--- config.mk ---
export PLATFORM = sky130hd
export DESIGN_NAME = minicpu_alu_sequencer
export DESIGN_NICKNAME = d
export VERILOG_FILES = /design/src/rtl/minicpu_alu_sequencer.sv
export SDC_FILE = /design/constraint.sdc
export NUM_CORES = 1
export LEC_CHECK = 0
export BUFFER_PORTS_ARGS = -buffer_cell sky130_fd_sc_hd__buf_2
export CORE_ASPECT_RATIO = 1.1
export CORE_MARGIN = 10
export CORE_UTILIZATION = 29
export DETAILED_ROUTE_END_ITERATION = 7
export HOLD_SLACK_MARGIN = 0.02
export PLACE_DENSITY_LB_ADDON = 0.25
export SLEW_MARGIN = 5
export SYNTH_ARGS = -nofsm -noshare
export SYNTH_HDL_FRONTEND = slang
export SYNTH_SLANG_ARGS = --single-unit
--- constraint.sdc ---
create_clock -name clk -period 2 [get_ports clk]
set_input_delay 0.6 -clock clk [delete_from_list [all_inputs] [get_ports clk]]
set_output_delay 0.6 -clock clk [all_outputs]
set_load 0.02 [all_outputs]
--- src/rtl/minicpu_alu_sequencer.sv ---
// MiniCPU fetch/execute sequencer: owns the PC and the 4x8 register file, fetches
// 16-bit instructions and issues registered operands/opcodes to an external ALU.
module minicpu_alu_sequencer #(
  parameter int PC_W     = 8,
  parameter int RESET_PC = 0
) (
  input  logic            clk,
  input  logic            rst_n,
  output logic            imem_req,
  output logic [PC_W-1:0] imem_addr,
  input  logic [15:0]     imem_rdata,
  input  logic            imem_valid,
  output logic [7:0]      alu_op_a,
  output logic [7:0]      alu_op_b,
  output logic [2:0]      alu_op,
  input  logic [7:0]      alu_result,
  input  logic            alu_zero,
  output logic            commit_valid,
  output logic [1:0]      commit_rd,
  output logic [7:0]      commit_data,
  output logic            halted
);

  typedef enum logic [2:0] {
    ST_BOOT,
    ST_FETCH,
    ST_EXEC,
    ST_WB,
    ST_HALT
  } state_e;

  localparam logic [3:0] OP_SHL  = 4'd3;
  localparam logic [3:0] OP_SHR  = 4'd4;
  localparam logic [3:0] OP_BEQ  = 4'd5;
  localparam logic [3:0] OP_LDI  = 4'd6;
  localparam logic [3:0] OP_JMP  = 4'd7;
  localparam logic [3:0] OP_HALT = 4'd8;

  localparam logic [2:0] ALU_IDLE = 3'b110;

  state_e          state_q, state_d;
  logic [PC_W-1:0] pc_q, pc_d;
  logic [3:0][7:0] regs_q, regs_d;
  logic [15:0]     instr_q, instr_d;
  logic            zero_q, zero_d;
  logic [7:0]      alu_op_a_q, alu_op_a_d;
  logic [7:0]      alu_op_b_q, alu_op_b_d;
  logic [2:0]      alu_op_q, alu_op_d;
  logic            commit_valid_q, commit_valid_d;
  logic [1:0]      commit_rd_q, commit_rd_d;
  logic [7:0]      commit_data_q, commit_data_d;

  logic [3:0]      f_op;
  logic [1:0]      f_rd, f_rs;
  logic [3:0]      x_op;
  logic [1:0]      x_rd;
  logic [7:0]      x_imm;
  logic [PC_W-1:0] pc_inc;

  assign f_op   = imem_rdata[15:12];
  assign f_rd   = imem_rdata[11:10];
  assign f_rs   = imem_rdata[9:8];
  assign x_op   = instr_q[15:12];
  assign x_rd   = instr_q[11:10];
  assign x_imm  = instr_q[7:0];
  assign pc_inc = pc_q + PC_W'(1);

  always_comb begin
    state_d        = state_q;
    pc_d           = pc_q;
    regs_d         = regs_q;
    instr_d        = instr_q;
    zero_d         = zero_q;
    alu_op_a_d     = alu_op_a_q;
    alu_op_b_d     = alu_op_b_q;
    alu_op_d       = alu_op_q;
    commit_valid_d = 1'b0;
    commit_rd_d    = commit_rd_q;
    commit_data_d  = commit_data_q;

    case (state_q)
      ST_BOOT: state_d = ST_FETCH;

      ST_FETCH: begin
        if (imem_valid) begin
          instr_d = imem_rdata;
          state_d = ST_EXEC;
          // Opcodes 0..5 map one-to-one onto the ALU encoding; everything else idles it.
          if (f_op <= OP_BEQ) begin
            alu_op_d   = f_op[2:0];
            alu_op_a_d = regs_q[f_rd];
            alu_op_b_d = (f_op == OP_SHL || f_op == OP_SHR) ? 8'd0 : regs_q[f_rs];
          end else begin
            alu_op_d   = ALU_IDLE;
            alu_op_a_d = 8'd0;
            alu_op_b_d = 8'd0;
          end
        end
      end

      ST_EXEC: begin
        zero_d  = alu_zero;
        state_d = ST_WB;
        if (x_op <= OP_SHR) begin
          regs_d[x_rd]   = alu_result;
          commit_valid_d = 1'b1;
          commit_rd_d    = x_rd;
          commit_data_d  = alu_result;
        end else if (x_op == OP_LDI) begin
          regs_d[x_rd]   = x_imm;
          commit_valid_d = 1'b1;
          commit_rd_d    = x_rd;
          commit_data_d  = x_imm;
        end
      end

      ST_WB: begin
        alu_op_d   = ALU_IDLE;
        alu_op_a_d = 8'd0;
        alu_op_b_d = 8'd0;
        pc_d       = pc_inc;
        state_d    = ST_FETCH;
        if (x_op == OP_BEQ && zero_q) pc_d = x_imm[PC_W-1:0];
        if (x_op == OP_JMP)           pc_d = x_imm[PC_W-1:0];
        if (x_op == OP_HALT)          state_d = ST_HALT;
      end

      ST_HALT: state_d = ST_HALT;

      default: state_d = ST_BOOT;
    endcase
  end

  always_ff @(posedge clk) begin
    if (!rst_n) begin
      state_q        <= ST_BOOT;
      pc_q           <= PC_W'(RESET_PC);
      regs_q         <= '0;
      instr_q        <= '0;
      zero_q         <= 1'b0;
      alu_op_a_q     <= 8'd0;
      alu_op_b_q     <= 8'd0;
      alu_op_q       <= ALU_IDLE;
      commit_valid_q <= 1'b0;
      commit_rd_q    <= 2'd0;
      commit_data_q  <= 8'd0;
    end else begin
      state_q        <= state_d;
      pc_q           <= pc_d;
      regs_q         <= regs_d;
      instr_q        <= instr_d;
      zero_q         <= zero_d;
      alu_op_a_q     <= alu_op_a_d;
      alu_op_b_q     <= alu_op_b_d;
      alu_op_q       <= alu_op_d;
      commit_valid_q <= commit_valid_d;
      commit_rd_q    <= commit_rd_d;
      commit_data_q  <= commit_data_d;
    end
  end

  assign imem_req     = (state_q == ST_FETCH);
  assign imem_addr    = pc_q;
  assign halted       = (state_q == ST_HALT);
  assign alu_op_a     = alu_op_a_q;
  assign alu_op_b     = alu_op_b_q;
  assign alu_op       = alu_op_q;
  assign commit_valid = commit_valid_q;
  assign commit_rd    = commit_rd_q;
  assign commit_data  = commit_data_q;

endmodule

==> run_results.csv <==
group,metric,value,unit
power,power.clock.fraction,41.8,%
critical_path,regToRegSetupSlack,0.13,ns
synthesis,synth_area_leader_cell,"dfxtp_1",
timing,fin_skew,0.006125,ns
critical_path,critPathMaxFanout,10,
die,fp.dieArea,18080,µm²
place,place.port_buffers,67,
synthesis,synth-simple-area-share,14.70,%
grt,grt_use_met2,18.66,%
routing,drt-vias-per-instance,5.074,
layout,layout-drive-gt1-share,28.69,%
routing,first_pass_iters,4,
synthesis,yosys-mux-area-fraction,13.71,%
critical_path,startpoint,"state_q[1]$_SDFFE_PN0P_",
flow_run,drv_cap,0,
die,floorplan.initialDensity,29.91,%
critical_path,cpLargestDelayFamily,"buffers and inverters",
synthesis,ys_types,45,
synthesis,synth_seq_area_share,46.39,%
place,worst_slack_after_detailed_placement,0.1637,ns
cts,htree_levels,3,
timing,highest_achievable_clock_rate,520.6,MHz
synthesis,synth_flop_cell,"dfxtp_1",
synthesis,yosysTopAreaCellShare,46.39,%
synthesis,synthesis.nets,423,
synthesis,synthXorXnorAreaFrac,0,%
critical_path,signal_arrival_time_at_the_worst_endpoint,1.32,ns
timing,grt_setup_unrepaired,"no",
die,chipWidth,129.1,µm
layout,diodes,0,
cts,tritoncts.num_buffers,9,
timing,slew-limit-headroom,54.91,%
cts,clock-root-buffer,"clkbuf_16",
timing,timing.hold.ws,0.4721,ns
run_status,outcome,"complete, no violations",
grt,overflow,0,
power,swShare,23.41,%
timing,timing.final.hold_violations,0,
power,cellInternalPower,2858,µW
timing,layout_worst_path_cycle_share,96.04,%
grt,met1_usage,15.64,%
routing,routed_wl,10.68,mm
place,detailed_place_hpwl,7.966,mm
critical_path,r2r_start,"state_q[0]$_SDFFE_PN0P_",
critical_path,critical_path.max_stage_delay,0.32,ns
place,globalplace.congestion,0.7973,
timing,report.final.slew_viol_count,0,
routing,ant_nets,0,
power,comb_power_share,9.1,%
power,share_seq_of_total_power,49.1,%
grt,grt_pass1_wl,17.62,mm
power,worst_ir_drop_vdd,0.3676,mV
layout,area_growth_syn_to_layout,23.23,%
grt,largest_net_degree_at_the_start_of_global_routing,38,
cts,cts.path.max_buffers,2,
grt,met3_use_gr,3.473,%
timing,setup_ws,0.07918,ns
synthesis,yosys_warnings,0,
critical_path,crit_required,1.40,ns
cts,post_cts_hold_buffer_count,0,
synthesis,postSynth.asyncResetShare,0,%
synthesis,yosys_register_bits,88,
timing,finalSetupTns,0,ns
synthesis,synth_compound_gate_area_share,21.09,%
critical_path,critPathSlowestCell,"dfxtp_1",
layout,layout.cells.most_common,"dfxtp_1",
timing,max_slew.worst_pin.slew,0.6754,ns
layout,mostFrequentLayoutCells,"88 x dfxtp_1, 67 x buf_2, 57 x a21oi_1, 46 x nand2_1, 39 x o21ai_0",
synthesis,yosys.area_share.adder,0.3295,%
die,core_area,12700,µm²
synthesis,syn-instance-count,394,
critical_path,timing.critical_path.cells,"buf_4, nor3b_1, buf_2",
routing,post_drt_wl_per_cell,16.92,µm
timing,setup_violations,0,
routing,drc_errors,0,
cts,clkTransAtPathRegs,0.06,ns
cts,clock_tree_from_tritoncts,"done",
cts,clk-insertion-delay-late,0.33,ns
routing,detailedRoute.firstIterationViolations,249,
worst_hold_path,worst_hold_path_type,"register to register",
synthesis,netlist_area,3797,µm²
die,die_height,140.0,µm
power,p_leak,0.001903,µW
layout,num-fill-cells,1308,
power,totalPowerFinal,3731,µW
grt,antenna_found_initial,0,
critical_path,crit_buf_inv,2,
power,p_switching,873.3,µW
cts,clock_sinks,88,
grt,gr-usage-all-layers,12.16,%
timing,layout_min_cycle_time,1.921,ns
grt,grt_pass1_vias,3282,
synthesis,main_combinational_cell_family_by_area_after_synthesis,"compound AO/OA/AOI/OAI gates",
worst_hold_path,min-delay-start,"instr_q[5]$_SDFFE_PN0P_",
layout,nNetsFinal,500,
synthesis,synthesis.area_per_instance,9.638,µm²
die,top_level_ports,68,
synthesis,number_of_enable_type_register_cells_in_the_synthesized_netlist,0,
cts,ctsResizeCount,0,
cts,postCtsSetupBuffers,0,
synthesis,synth.area.top_cells,"dfxtp_1 46%, mux4_2 9.5%, a21oi_1 7.5%, o21ai_0 5.1%, nand2_1 4.5%",
critical_path,worst_setup_path_start_kind,"register",
die,num_rows,43,
routing,dr_total_vias,3202,
grt,gr-max-usage-layer,"met2",
power,p_per_area,797.4,nW/µm²
critical_path,timing.critical_path.to_type,"output port",
critical_path,critical_path_class,"register to output port",
[synthesized netlist by cell type (all sizes together), types with 2 or more instances]
| master | count |
|---|---|
| mux2i | 16 |
| or2 | 2 |
| a22oi | 17 |
| mux4 | 16 |
| a31oi | 2 |
| o21ai | 44 |
| nor2 | 28 |
| clkbuf | 15 |
| nand2 | 46 |
| nand3 | 5 |
| nor3 | 5 |
| dfxtp | 88 |
| inv | 2 |
| or3 | 6 |
| a21oi | 60 |
| o21a | 2 |
| nor2b | 3 |
| nor4 | 3 |
| buf | 11 |
| o22ai | 5 |
| nand2b | 4 |
[kinds of logic after synthesis]
family | after synthesis
simple gates | 109
mux | 32
buf+inv | 28
flops | 88
compound gates | 136
fa+ha+maj | 1
[per-stage QoR]
stage	instance area [µm²]	cells	util (%)
finish	4679	631	36.85
global route	4679	631	36.85
CTS	4679	631	36.85
detailed placement	4405	617	34.70
global placement	4405	617	34.70
floorplan	3797	394	-
[flip-flops by register name, indices dropped and copies added, names as in the netlist]
signal / count
zero_q: 1
alu_op_b: 8
commit_rd: 2
commit_valid: 1
alu_op: 3
state_q: 3
alu_op_a: 8
instr_q: 14
commit_data: 8
regs_q: 32
imem_addr: 8
[power groups by stage]
stage          combinational, µW  clock, µW  sequential (µW)
2_1_floorplan                195          0             1870
3_3_place_gp                 339          0             1870
3_5_place_dp                 343          0             1870
4_1_cts                      345       1600             1830
5_1_grt                      376       1660             1840
6_report                     340       1560             1830
[metal layers]
| metal | vias to the layer above | routed length (µm) |
|---|---|---|
| met1 | 1549 | 5053 |
| met4 | 0 | 145 |
| met2 | 53 | 4888 |
| met3 | 12 | 589 |
| met5 | - | 0 |
| li1 | 1588 | - |
[worst paths after layout]
kind | to | cells past startpoint
max | halted | 3
min | instr_q[5]$_SDFFE_PN0P_ | 2
max reg2reg | regs_q[9]$_SDFFE_PN0P_ | 5
min reg2reg | instr_q[5]$_SDFFE_PN0P_ | 2
[final cells by class]
type | instances | area (µm²) | share of cell area [%]
Multi-Input combinational cell | 278 | 1892 | 40.43
Sequential cell | 88 | 1762 | 37.65
Timing Repair Buffer | 92 | 548.0 | 11.71
Clock buffer | 14 | 274.0 | 5.856
Tap cell | 157 | 196.4 | 4.198
Inverter | 2 | 7.507 | 0.1604
[worst reg2reg max path, cell delays in order, from the launching register on]
cell	delay (ns)
dfxtp_1	0.38
or3b_1	0.61
nor4b_4	0.40
buf_12	0.19
o21ai_0	0.09
a21oi_1	0.13
Note: power is estimated with default switching activity, not from simulation.
